### src/rtl/pipe_rca_pkg.sv
// pipe_rca_pkg: default sizing and add/subtract mode encoding for the pipelined ripple-carry adder
package pipe_rca_pkg;
  localparam int WIDTH_DEF = 16;
  localparam int CHUNK_DEF = 4;
  localparam logic MODE_ADD = 1'b0;
  localparam logic MODE_SUB = 1'b1;
endpackage

### src/rtl/rca_slice.sv
// rca_slice: combinational CHUNK-bit ripple-carry adder built from full-adder cells
module rca_slice #(
  parameter int CHUNK = 4
) (
  input  logic [CHUNK-1:0] a,
  input  logic [CHUNK-1:0] b,
  input  logic             ci,
  output logic [CHUNK-1:0] s,
  output logic             co
);
  logic [CHUNK:0] c;
  assign c[0] = ci;
  for (genvar i = 0; i < CHUNK; i++) begin : g_fa
    assign s[i]   = a[i] ^ b[i] ^ c[i];
    assign c[i+1] = (a[i] & b[i]) | (c[i] & (a[i] ^ b[i]));
  end
  assign co = c[CHUNK];
endmodule

### src/rtl/pipe_rca.sv
// pipe_rca: pipelined add/subtract unit, one CHUNK-bit ripple slice per stage with valid/ready flow control
module pipe_rca
  import pipe_rca_pkg::*;
#(
  parameter int WIDTH = WIDTH_DEF,
  parameter int CHUNK = CHUNK_DEF
) (
  input  logic             clk,
  input  logic             rst_n,
  input  logic             in_valid,
  output logic             in_ready,
  input  logic [WIDTH-1:0] a,
  input  logic [WIDTH-1:0] b,
  input  logic             cin,
  input  logic             sub,
  output logic             out_valid,
  input  logic             out_ready,
  output logic [WIDTH-1:0] sum,
  output logic             cout,
  output logic             ovf
);
  localparam int STAGES = WIDTH / CHUNK;
  localparam int L = STAGES - 1;
  localparam logic [WIDTH-1:0] CMASK = WIDTH'({CHUNK{1'b1}});
  if (WIDTH % CHUNK != 0) begin : g_bad_cfg
    $error("pipe_rca: WIDTH must be a multiple of CHUNK");
  end
  logic en;
  logic [WIDTH-1:0] ra [STAGES];
  logic [WIDTH-1:0] rb [STAGES];
  logic [WIDTH-1:0] rs [STAGES];
  logic [STAGES-1:0] rc, rv;
  logic [WIDTH-1:0] xa [STAGES];
  logic [WIDTH-1:0] xb [STAGES];
  logic [WIDTH-1:0] xs [STAGES];
  logic [WIDTH-1:0] ns [STAGES];
  logic [STAGES-1:0] xc, xv, sc;
  logic [CHUNK-1:0] ss [STAGES];
  assign en = out_ready || !out_valid;
  assign in_ready = en;
  // Stage 0 sees the raw operands; subtraction is folded into B and the carry-in here.
  assign xa[0] = a;
  assign xb[0] = (sub == MODE_SUB) ? ~b : b;
  assign xs[0] = '0;
  assign xc[0] = (sub == MODE_ADD) ? cin : ~cin;
  assign xv[0] = in_valid;
  for (genvar k = 0; k < STAGES; k++) begin : g_st
    if (k > 0) begin : g_link
      assign xa[k] = ra[k-1];
      assign xb[k] = rb[k-1];
      assign xs[k] = rs[k-1];
      assign xc[k] = rc[k-1];
      assign xv[k] = rv[k-1];
    end
    rca_slice #(.CHUNK(CHUNK)) u_slice (
      .a (xa[k][k*CHUNK +: CHUNK]),
      .b (xb[k][k*CHUNK +: CHUNK]),
      .ci(xc[k]),
      .s (ss[k]),
      .co(sc[k])
    );
    assign ns[k] = (xs[k] & ~(CMASK << (k*CHUNK))) | (WIDTH'(ss[k]) << (k*CHUNK));
  end
  // Stage registers: operands travel whole (skew), finished chunks accumulate in rs (deskew); all hold on stall.
  always_ff @(posedge clk or negedge rst_n) begin
    if (!rst_n) begin
      for (int k = 0; k < STAGES; k++) begin
        ra[k] <= '0;
        rb[k] <= '0;
        rs[k] <= '0;
      end
      rc <= '0;
      rv <= '0;
    end else if (en) begin
      for (int k = 0; k < STAGES; k++) begin
        ra[k] <= xa[k];
        rb[k] <= xb[k];
        rs[k] <= ns[k];
      end
      rc <= sc;
      rv <= xv;
    end
  end
  assign out_valid = rv[L];
  assign sum = rs[L];
  assign cout = rc[L];
  assign ovf = (ra[L][WIDTH-1] == rb[L][WIDTH-1]) && (rs[L][WIDTH-1] != ra[L][WIDTH-1]);
endmodule
### config.mk
export PLATFORM = sky130hd
export DESIGN_NAME = pipe_rca
export DESIGN_NICKNAME = d
export VERILOG_FILES = /design/src/rtl/pipe_rca_pkg.sv /design/src/rtl/rca_slice.sv /design/src/rtl/pipe_rca.sv
export SDC_FILE = /design/constraint.sdc
export NUM_CORES = 1
export LEC_CHECK = 0
export ABC_AREA = 1
export ABC_CLOCK_PERIOD_IN_PS = 3000
export CELL_PAD_IN_SITES_DETAIL_PLACEMENT = 1
export CELL_PAD_IN_SITES_GLOBAL_PLACEMENT = 1
export CORE_MARGIN = 2
export CORE_UTILIZATION = 42
export DETAILED_ROUTE_END_ITERATION = 10
export PLACE_DENSITY = 0.81
export REMOVE_ABC_BUFFERS = 1
export SLEW_MARGIN = 20
export SYNTH_ARGS = -nofsm -noshare
export SYNTH_HDL_FRONTEND = slang
export SYNTH_HIERARCHICAL = 1
export SYNTH_SLANG_ARGS = --single-unit
### constraint.sdc
create_clock -name clk -period 3 [get_ports clk]
set_input_delay 0.3 -clock clk [delete_from_list [all_inputs] [get_ports clk]]
set_output_delay 0.3 -clock clk [all_outputs]
set_load 0.005 [all_outputs]
After elaboration in Yosys (flattened, before gate mapping)
Cells that the tools add are included.

operators by class
  muxes and demuxes = 2
  equality and inequality tests = 2
  bitwise logic cells = 85
  reductions and logical operators = 3

operators by type and width
  operator                      count
  AND 1 bit                     32
  bitwise XOR 1 bit             32
  two-way mux 16 bit            1
  inverter 16 bit               1
  bitwise OR 1 bit              16
  bitwise OR 12 x 16 -> 16 bit  1
  bitwise OR 8 x 12 -> 12 bit   1
  bitwise OR 4 x 8 -> 8 bit     1
  equality test 1 bit           1
  logical AND 1 bit             1
  logical NOT 1 bit             1
  logical OR 1 bit              1
  two-way mux 1 bit             1
  != test 1 bit                 1
  inverter 1 bit                1

word-level totals
  register bits = 176
  word-level logic and storage cells = 106
  output and inout port bits = 20

Longest topological paths before layout
  depth after elaboration = 11
  mapped depth = 13

By module
The synthesis kept the hierarchy.

modules (own cells, without submodules)
  module     area each (um^2)  cells each  times used
  pipe_rca   3,997.6           446         1
  rca_slice  117.6             14          4

Worst setup path before layout
Ideal clock, no wire load.

  path type = input to register
  from = input port sub
  to = register rs[51] in the netlist's numbering
  data arrival time = 2.372 ns
  setup time = 0.083 ns
  required time = 2.917 ns
  cell stages on the path = 13
  setup slack = 0.546 ns
  path through = buf_2 > buf_4 > xor2_1 > fa_1 > inv_1 > fa_1 > inv_1 > fa_1 > inv_1 > fa_1 > inv_1 > nand2_1 > o21ai_0

RTL lines
  element                        line            text
  start, declared                pipe_rca.sv:15  input logic sub,
  end signal, assigned by index  pipe_rca.sv:78  rs[k] <= ns[k];
  end, declared                  pipe_rca.sv:31  logic [WIDTH-1:0] rs [STAGES];

==> impl_metrics.toml <==
[grt]
antenna_found_initial = 0
grt_use_total_pct = 16.9
grt_first_pass_wirelength_mm = 15.2
grt_max_degree = 101
grt_pass1_vias = 3328
gr-total-overflow = 0

[sta]
hold_viol = 0
finalCritPeriodShare_pct = 83.0
rsz0062_at_grt = "false"
setup_viol = 0
slew-limit-headroom_pct = 55.5
fin_crit_ns = 2.49
worst_slack_ns = 0.511
worstMarginPinSlew_ns = 0.667
fmax_mhz = 402
fin_skew_ns = 0.00820
slew_viol_final = 0
final.setup.tns_ns = 0

[clock_tree]
cts_buffer_depth = 2
cts_max_level = 3
cts_tree = "yes"
cts_root_buf = "clkbuf_8"
clk_pin_slew_ns = 0.08
clk_latency_ns = 0.36
cts_buffers = 9
cts.sinks = 98

[place]
gp_congestion = 0.723
pre_cts_ws_ns = 0.144
place_hpwl_mm = 5.85
port_buffers = 57

[yosys]
synth_warnings = 6
yosysTopAreaCell = "dfrtp_1"
synthTopCellsByArea = "dfrtp_1, nand2_1, fa_1"
yosys.area_share.simple_pct = 20.0
synth_cells = 502
yosysSeqAreaShare_pct = 54.9
syn-cell-area_mm2 = 0.00447
synth-seq-cells = 98
synth_top_family_by_area = "simple AND/OR/NAND/NOR gates"
synthMuxAreaShare_pct = 0
synth_area_per_cell_um2 = 8.90
synthAdderAreaFrac_pct = 7.17
synth_xor_area_share_pct = 0.980
ys_types = 16
synth_compound_area_share_pct = 5.26
synth_top_area_share_pct = 54.9

[power]
power.total_w = 0.00476
leakage_nw = 2.74
ir_drop_mv = 0.575
powerDensity_mw_per_mm2 = 908

[die]
die_area_mm2 = 0.0115
coreArea_mm2 = 0.0103
num_rows = 37
fp.dieW_um = 107
num_io_pins = 58
start_util_pct = 43.3
die_h_um = 107

[drt]
detail_route.iter0.violations = 142
route.final.wire_length_mm = 8.69
postRouteAntennaNets = 0
viasPerCell = 4.54
drc_errors = 0
first_pass_iters = 4
vias = 3143
wl_per_cell_um = 12.6

[cells_and_area]
final_common_cell = "nand2_1"
nNetsFinal = 606
final_cell_mix = "nand2_1, dfrtp_1, inv_1"
drive_above_1_share_pct = 4.14
diodes = 0
area_growth_pct = 17.2

[run]
drv_cap = 0

[critical_path]
crit_family = "adder cells"
criticalPathCategory = "in2reg"
critPathArrivalTime_ns = 2.76
cp.required_ns = 3.27
cp_max_fo = 3
worstSetupEndpointType = "flop"
cp.buffers_inverters = 5
start_kind = "primary input"
cp_slowest_cell = "clkdlybuf4s50_1"
crit_chain = "clkdlybuf4s50_1 -> xor2_1 -> fa_1 -> inv_1 -> fa_1 -> inv_1 -> fa_1 -> inv_1 -> fa_1 -> inv_1 -> nand2_1 -> o21ai_0"
max_stage_delay_ns = 0.48

[outcome]
run_status = "completed"

[worst_hold_path]
hp-class = "reg2reg"
-- tightest hold or removal path, stage by stage, from the launching register on --
cell,delay [ns]
dfrtp_1,0.33
inv_1,0.05
nand2_1,0.06
-- sequential cells by signal, summed over array words and instances, names as in the netlist --
name,flops
ra,25
rb,25
rc,4
rs,24
rv,4
sum,16
-- report_power, final --
group	leakage [nW]	internal [W]	switching [W]	total, W
combinational	1.47	0.000790	0.000979	0.00177
clock	0.0855	0.000342	0.000427	0.000769
sequential	1.19	0.00191	0.000310	0.00222
total	2.74	0.00304	0.00172	0.00476
-- logic make-up after synthesis --
| kind of cell | Yosys count |
|---|---|
| xor gates and xnor gates | 5 |
| adders and majority gates | 16 |
| buffers and inverters | 105 |
| AOI/OAI and AO/OA | 47 |
| and+or+nand+nor | 231 |
| DFF | 98 |
-- stage by stage --
stage	hold WS, ns	utilization (%)	cells	area [µm²]
after floorplan	0.00441	-	478	4250
after global placement	0.382	49.0	676	5050
after detailed placement	0.384	49.0	676	5050
after CTS	0.461	50.7	692	5240
after global routing	0.484	50.7	692	5240
final	0.465	50.7	692	5240
-- routing by layer --
layer | global-route usage, % | part of all wire [%] | vias to the layer above
met5 | 0 | 0 | -
met4 | 6.96 | 1.8 | 0
met3 | 2.31 | 2.1 | 10
met2 | 29.8 | 52 | 35
met1 | 20.8 | 44 | 1530
li1 | - | - | 1568
-- final cells by class --
type | count | area [µm²]
flip-flops and latches | 98 | 2450
clock buffers | 13 | 159
multi-input cells | 299 | 1500
clock inverters | 2 | 12.5
well taps | 136 | 170
repair buffers | 63 | 641
inverters | 81 | 304
fillers | 1226 | 5090
-- Yosys cell counts --
| cell | count |
|---|---|
| nor2_1 | 3 |
| buf_6 | 16 |
| o21ai_1 | 2 |
| nand2_2 | 1 |
| buf_2 | 5 |
| nor2_4 | 1 |
| o21ai_0 | 45 |
| fa_1 | 16 |
| inv_2 | 2 |
| nand3_1 | 12 |
| nand2_1 | 214 |
| clkbuf_1 | 2 |
| inv_1 | 79 |
| xor2_1 | 5 |
| buf_4 | 1 |
| dfrtp_1 | 98 |
-- final timing paths --
kind                            startpoint     end  slack, ns  cells after the start
worst max-delay path                   sub  rs[51]       0.51                     12
worst min-delay path                 rv[2]   rv[3]       0.46                      2
worst max register to register      ra[40]  rs[27]       0.76                     10
worst min register to register       rv[2]   rv[3]       0.46                      2
max in group asynchronous            rst_n   rc[0]       1.68                      3
min in group asynchronous            rst_n  ra[61]       0.51                      2
-- timing repair --
item,in CTS,in global routing
gates resized for setup,0,0
hold buffers,1,0
buffers inserted,0,0
endpoints found under the hold margin,51,0
Power figures use the tool's default switching activity.
